### config.mk
export PLATFORM = sky130hd
export DESIGN_NAME = a1339_spi_responder
export DESIGN_NICKNAME = d
export VERILOG_FILES = /design/src/rtl/a1339_spi_responder.sv
export SDC_FILE = /design/constraint.sdc
export NUM_CORES = 1
export LEC_CHECK = 0
export ABC_AREA = 0
export CAP_MARGIN = 20
export CORE_AREA = 2 2 131 133
export CTS_CLUSTER_DIAMETER = 200
export DETAILED_ROUTE_END_ITERATION = 10
export DIE_AREA = 0 0 133 135
export SLEW_MARGIN = 0
export SYNTH_ARGS = -nofsm -noshare
export SYNTH_HDL_FRONTEND = slang
export SYNTH_SLANG_ARGS = --single-unit
### constraint.sdc
create_clock -name clock -period 4.2 [get_ports clock]
set_clock_uncertainty 0.15 [all_clocks]
set_input_delay 0.42 -clock clock [delete_from_list [all_inputs] [get_ports clock]]
set_output_delay 0.42 -clock clock [all_outputs]
set_load 0.01 [all_outputs]
### src/rtl/a1339_spi_responder.sv
`timescale 1ns/1ps
// A1339 angle-sensor SPI slave (mode 3) for HIL/bench use; the answer to a command is shifted out in the next frame.
// Latency: SYNC_STAGES+1 clock cycles from an SPI pin change to the internal edge strobe; the response is latched at ss_n rise.
// Backpressure: none; the SPI master owns timing, and sck_i must stay at or below clock/8.
module a1339_spi_responder #(
    parameter logic [15:0] ID_WORD     = 16'hA133,
    parameter int          SYNC_STAGES = 2          // must be >= 2
) (
    input  logic        clock,
    input  logic        reset_n,
    input  logic        sck_i,
    input  logic        ss_n_i,
    input  logic        mosi_i,
    output logic        miso_o,
    output logic        miso_oe_o,
    input  logic [11:0] angle_i,
    input  logic        angle_valid_i,
    input  logic        error_i,
    output logic [15:0] rx_word_o,
    output logic        frame_done_o,
    output logic        frame_error_o
);

    localparam logic [1:0] ST_IDLE  = 2'd0;
    localparam logic [1:0] ST_SHIFT = 2'd1;
    localparam logic [1:0] ST_END   = 2'd2;

    localparam logic [6:0] ADDR_ID     = 7'h00;
    localparam logic [6:0] ADDR_OFS_LO = 7'h1E;
    localparam logic [6:0] ADDR_OFS_HI = 7'h1F;
    localparam logic [6:0] ADDR_ANGLE  = 7'h20;
    localparam logic [6:0] ADDR_TURNS  = 7'h2C;

    localparam logic [4:0] FRAME_BITS = 5'd16;

    // Synchroniser chains, MSB is the synchronised value
    logic [SYNC_STAGES-1:0] sck_sync;
    logic [SYNC_STAGES-1:0] ss_sync;
    logic [SYNC_STAGES-1:0] mosi_sync;
    logic                   sck_prev;
    logic                   ss_prev;

    logic sck_s;
    logic ss_s;
    logic mosi_s;
    logic sck_rise;
    logic sck_fall;
    logic ss_fall;
    logic ss_rise;

    // FSM and shift state
    logic [1:0]  state;
    logic [4:0]  bit_cnt;
    logic [15:0] rx_sr;
    logic [15:0] tx_sr;
    logic        miso_q;
    logic [15:0] pending;

    // Sensor model state
    logic [11:0] offset;
    logic        sticky_err;
    logic [11:0] turns;
    logic [11:0] prev_angle;
    logic        prev_vld;

    // Command decode and response formation
    logic        cmd_wr;
    logic [6:0]  cmd_addr;
    logic [7:0]  cmd_data;
    logic        frame_ok;
    logic [11:0] angle_adj;
    logic        angle_par;
    logic [15:0] read_resp;

    // Pins are asynchronous to clock. ss_n resets to "selected" so that a
    // reset released while ss_n is already low does not look like a new
    // frame start; the remainder of that frame is then ignored.
    always_ff @(posedge clock or negedge reset_n) begin
        if (!reset_n) begin
            sck_sync  <= '1;
            ss_sync   <= '0;
            mosi_sync <= '0;
            sck_prev  <= 1'b1;
            ss_prev   <= 1'b0;
        end else begin
            sck_sync  <= {sck_sync[SYNC_STAGES-2:0], sck_i};
            ss_sync   <= {ss_sync[SYNC_STAGES-2:0], ss_n_i};
            mosi_sync <= {mosi_sync[SYNC_STAGES-2:0], mosi_i};
            sck_prev  <= sck_s;
            ss_prev   <= ss_s;
        end
    end

    assign sck_s    = sck_sync[SYNC_STAGES-1];
    assign ss_s     = ss_sync[SYNC_STAGES-1];
    assign mosi_s   = mosi_sync[SYNC_STAGES-1];
    assign sck_rise = sck_s & ~sck_prev;
    assign sck_fall = ~sck_s & sck_prev;
    assign ss_fall  = ss_prev & ~ss_s;
    assign ss_rise  = ~ss_prev & ss_s;

    assign cmd_wr   = rx_sr[15];
    assign cmd_addr = rx_sr[14:8];
    assign cmd_data = rx_sr[7:0];
    assign frame_ok = (bit_cnt == FRAME_BITS);

    // Angle field is relative to the programmed zero offset, modulo one turn
    assign angle_adj = angle_i - offset;
    // Parity bit makes the total count of ones in the 16-bit word odd
    assign angle_par = ~(^{error_i, sticky_err, angle_adj});

    // Read response for the command just received, sampled at the latch cycle
    always_comb begin
        read_resp = 16'h0000;
        case (cmd_addr)
            ADDR_ID:     read_resp = ID_WORD;
            ADDR_OFS_LO: read_resp = {8'h00, offset[7:0]};
            ADDR_OFS_HI: read_resp = {12'h000, offset[11:8]};
            ADDR_ANGLE:  read_resp = {error_i, sticky_err, 1'b0, angle_par, angle_adj};
            ADDR_TURNS:  read_resp = {4'h0, turns};
            default:     read_resp = 16'h0000;
        endcase
    end

    // Frame FSM: load pending response, shift both directions, then execute
    always_ff @(posedge clock or negedge reset_n) begin
        if (!reset_n) begin
            state         <= ST_IDLE;
            bit_cnt       <= '0;
            rx_sr         <= '0;
            tx_sr         <= '0;
            miso_q        <= 1'b1;
            pending       <= 16'h0000;
            rx_word_o     <= 16'h0000;
            frame_done_o  <= 1'b0;
            frame_error_o <= 1'b0;
            offset        <= '0;
            sticky_err    <= 1'b0;
        end else begin
            frame_done_o  <= 1'b0;
            frame_error_o <= 1'b0;
            case (state)
                ST_IDLE: begin
                    if (ss_fall) begin
                        tx_sr   <= pending;
                        miso_q  <= pending[15];
                        bit_cnt <= '0;
                        rx_sr   <= '0;
                        state   <= ST_SHIFT;
                    end
                end
                ST_SHIFT: begin
                    if (ss_rise) begin
                        state <= ST_END;
                        if (frame_ok) begin
                            rx_word_o    <= rx_sr;
                            frame_done_o <= 1'b1;
                            if (cmd_wr) begin
                                if (cmd_addr == ADDR_OFS_LO) begin
                                    offset[7:0] <= cmd_data;
                                end
                                if (cmd_addr == ADDR_OFS_HI) begin
                                    offset[11:8] <= cmd_data[3:0];
                                end
                                pending <= 16'h0000;
                            end else begin
                                pending <= read_resp;
                                if (cmd_addr == ADDR_ANGLE) begin
                                    sticky_err <= 1'b0;
                                end
                            end
                        end else begin
                            frame_error_o <= 1'b1;
                            sticky_err    <= 1'b1;
                        end
                    end else begin
                        // Master samples on rising sck; capture MOSI there
                        if (sck_rise && !frame_ok) begin
                            rx_sr   <= {rx_sr[14:0], mosi_s};
                            bit_cnt <= bit_cnt + 5'd1;
                        end
                        // The leading falling edge only opens bit 15; later
                        // falling edges move on to the next bit
                        if (sck_fall && (bit_cnt != 5'd0) && !frame_ok) begin
                            tx_sr  <= {tx_sr[14:0], 1'b0};
                            miso_q <= tx_sr[14];
                        end
                    end
                end
                ST_END: begin
                    miso_q <= 1'b1;
                    state  <= ST_IDLE;
                end
                default: begin
                    state <= ST_IDLE;
                end
            endcase
        end
    end

    // Turn counter: a wrap across the 0/4095 boundary between valid samples
    // counts one revolution; the first sample only seeds the history
    always_ff @(posedge clock or negedge reset_n) begin
        if (!reset_n) begin
            turns      <= '0;
            prev_angle <= '0;
            prev_vld   <= 1'b0;
        end else if (angle_valid_i) begin
            prev_vld   <= 1'b1;
            prev_angle <= angle_i;
            if (prev_vld) begin
                if ((prev_angle > 12'd3071) && (angle_i < 12'd1024)) begin
                    turns <= turns + 12'd1;
                end else if ((prev_angle < 12'd1024) && (angle_i > 12'd3071)) begin
                    turns <= turns - 12'd1;
                end
            end
        end
    end

    assign miso_o    = miso_q;
    assign miso_oe_o = (state == ST_SHIFT);

endmodule

==> run summary <==
Prevailing post-synth register cell -> dfrtp_1
Cells after Synth -> 571
Seq/Total Area, Yosys -> 48.4%
Vias in the first global route -> 4294
Core area -> 16400 µm²
Netlist cell types -> 57
Pwr/cell area -> 516 nW/µm²
Row cnt -> 47
Pins Over Slew Limit -> 0
Syn Std Cell Area -> 5650 µm²
Hold buffers post-CTS -> 0
Fin crit share -> 82.9%
Post-synth top area share -> 46.5%
Synth top area cells -> dfrtp_1 47%, nand2_1 7.1%, ha_1 6.2%
# IOs -> 39
Net Count, Synth -> 620
Status -> finished clean
CTS-repair resized insts -> 0
Ys async rst share -> 100%
Total Power -> 3.42 mW
Initial Util -> 34.4%
Post-route DRC -> 0
Clock root cell -> clkbuf_16
Largest net degree at the start of global routing -> 81
N_diodes -> 0
Worst vdd ir -> 0.201 mV
Routed Antenna Nets -> 0
Worst Setup End Kind -> flop
IO buf count -> 38
Ratio of cells with drive above 1 in the final layout -> 7.69%
Final-report setup violation count -> 0
First-pass GRT wire length -> 21700 µm
Leakage -> 3.00 nW
Net count, final -> 655
Crit path max fanout -> 3
Total CTS buffers -> 9
Drt pass-1 iters -> 5
Die height -> 135 µm
FMAX -> 287 MHz
Routed vias -> 4223
Synth Register Bits -> 109
Slew headroom -> 51.5%
Hold WS -> 0.203 ns
Die width -> 133 µm
DR top layer -> met4
Detail Placement HPWL -> 9190 µm
Overall global routing resource usage -> 15.1%
CP required -> 4.29 ns
Initial DRC count -> 263
Final hold violations -> 0
Total grt overflow -> 0
Via density -> 5.08
Area grow syn2layout -> 17.4%
Period minus WS final -> 3.48 ns
CTS Buffer Depth -> 2
Max-Cap Viols -> 0
TritonCTS clock tree -> yes
Clock slew at reported path FFs -> 0.07 ns
Post-CTS setup buffer count -> 0
Worst hold path type -> flop to flop
RSZ-0062 raised after global routing -> false
Final WL -> 12800 µm
EDFF count, synth -> 0
Synth area leader -> dfrtp_1
Number of H-tree levels -> 3
Met3 Wirelength -> 353 µm
Clk_lat worst skew -> 0.35 ns
Initial antenna violation count -> 0
Placer Congestion -> 0.826
Clock Sinks -> 109
Worst-Margin Slew -> 0.722 ns
CP startpoint kind -> input port
Post-Route M1 WL -> 6120 µm
Met2 routed WL -> 6070 µm
DR WL/cell -> 15.4 µm
Worst setup path class -> input port to flop
Setup total negative slack -> 0 ns
Die area -> 18000 µm²
Synth warn -> 0
Critical Path AT -> 3.57 ns
Syn Area/Cell -> 9.89 µm²
[kinds of logic after synthesis]
| kind of cell | count (synthesis) | synth area share (%) |
|---|---|---|
| simple gates | 177 | 14.2 |
| compound gates | 147 | 17.2 |
| flops | 109 | 48.4 |
| buf+inv | 55 | 3.66 |
| xor+xnor | 32 | 5.83 |
| fa+ha+maj | 30 | 6.91 |
| mux | 21 | 3.88 |
[final timing paths]
| check | start | endpoint | slack (ns) | cells past startpoint |
|---|---|---|---|---|
| min | mosi_sync[0]$_DFF_PN0_ | mosi_sync[1]$_DFF_PN0_ | 0.20 | 0 |
| min in group asynchronous | reset_n | turns[3]$_DFFE_PN0P_ | 0.34 | 2 |
| max reg2reg | offset[0]$_DFFE_PN0P_ | pending[12]$_DFFE_PN0P_ | 0.83 | 10 |
| max in group asynchronous | reset_n | rx_word_o[0]$_DFFE_PN0P_ | 2.90 | 3 |
| max | angle_i[0] | pending[12]$_DFFE_PN0P_ | 0.72 | 12 |
| min reg2reg | mosi_sync[0]$_DFF_PN0_ | mosi_sync[1]$_DFF_PN0_ | 0.20 | 0 |
[metal layers]
layer	up-vias	global-route usage (%)
met5	-	0
met4	0	5.14
li1	2070	-
met1	2066	20.1
met3	12	2.63
met2	75	25.0
[synth_stat cells (all sizes together), types with 6 or more instances]
master  instances
nand2         107
dfrtp         105
o21ai          59
inv            29
ha             28
nor2           24
a21oi          22
clkbuf         22
xnor2          20
a22o           19
mux2i          14
xor2            9
nand3           8
mux2            7
a21o            6
[per-stage QoR]
step | std cells | instance area [µm²] | utilization (%) | setup slack [ns]
floorplan | 571 | 5650 | - | 1.01
global placement | 813 | 6270 | 38.2 | 0.455
detailed placement | 813 | 6270 | 38.2 | 0.346
CTS | 829 | 6590 | 40.2 | 0.724
global route | 831 | 6630 | 40.4 | 0.582
finish | 831 | 6630 | 40.4 | 0.718
[critical path, cell delays in order]
cell and delay, ns:
clkdlybuf4s50_1 0.46, inv_1 0.04, ha_1 0.20, fa_1 0.53, xor2_1 0.20, xnor2_1 0.16
xnor2_1 0.16, xnor3_1 0.36, xnor2_1 0.27, xnor2_2 0.15, xnor3_1 0.33, a32o_1 0.27
[where the power goes]
part           internal (mW)  switching [mW]  total, mW
clock network          0.491           0.407      0.898
registers               1.22           0.151       1.37
logic                  0.526           0.627       1.15
[cells in the final DEF, fill, tap and decap left out, drive strengths merged, types with 4 or more instances in the layout]
cell type | netlist | routed
nor2b | 4 | 4
xnor2 | 20 | 20
inv | 29 | 32
buf | 3 | 11
nand3 | 8 | 8
clkbuf | 22 | 10
nor2 | 24 | 24
mux2 | 7 | 7
o31ai | 4 | 4
o21bai | 5 | 5
nor3b | 4 | 4
xor2 | 9 | 9
nor3 | 5 | 5
a21o | 6 | 6
a22oi | 4 | 4
o21ai | 59 | 59
mux2i | 14 | 14
dfstp | 4 | 4
dfrtp | 105 | 105
a221oi | 5 | 5
ha | 28 | 28
a22o | 19 | 19
nor4 | 4 | 4
nand2 | 107 | 107
clkdlybuf4s50 | 0 | 37
a21oi | 22 | 22
[flip-flops by register name, indices dropped and copies added (netlist names)]
| signal | count |
|---|---|
| bit_cnt | 5 |
| frame_done_o | 1 |
| frame_error_o | 1 |
| miso_o | 1 |
| mosi_sync | 2 |
| offset | 12 |
| pending | 16 |
| prev_angle | 2 |
| prev_vld | 1 |
| rx_sr | 16 |
| rx_word_o | 16 |
| sck_prev | 1 |
| sck_sync | 2 |
| ss_prev | 1 |
| ss_sync | 2 |
| state | 2 |
| sticky_err | 1 |
| turns | 12 |
| tx_sr | 15 |
[layout make-up]
type                            count  area [µm²]
Clock buffer                       10         239
Clock inverter                      6        77.6
Fill cell                        1574        9780
Inverter                           30         113
Multi-Input combinational cell    407        2710
Sequential cell                   109        2730
Tap cell                          220         275
Timing Repair Buffer               49         483
No activity file was read; power rests on OpenSTA's default activity.
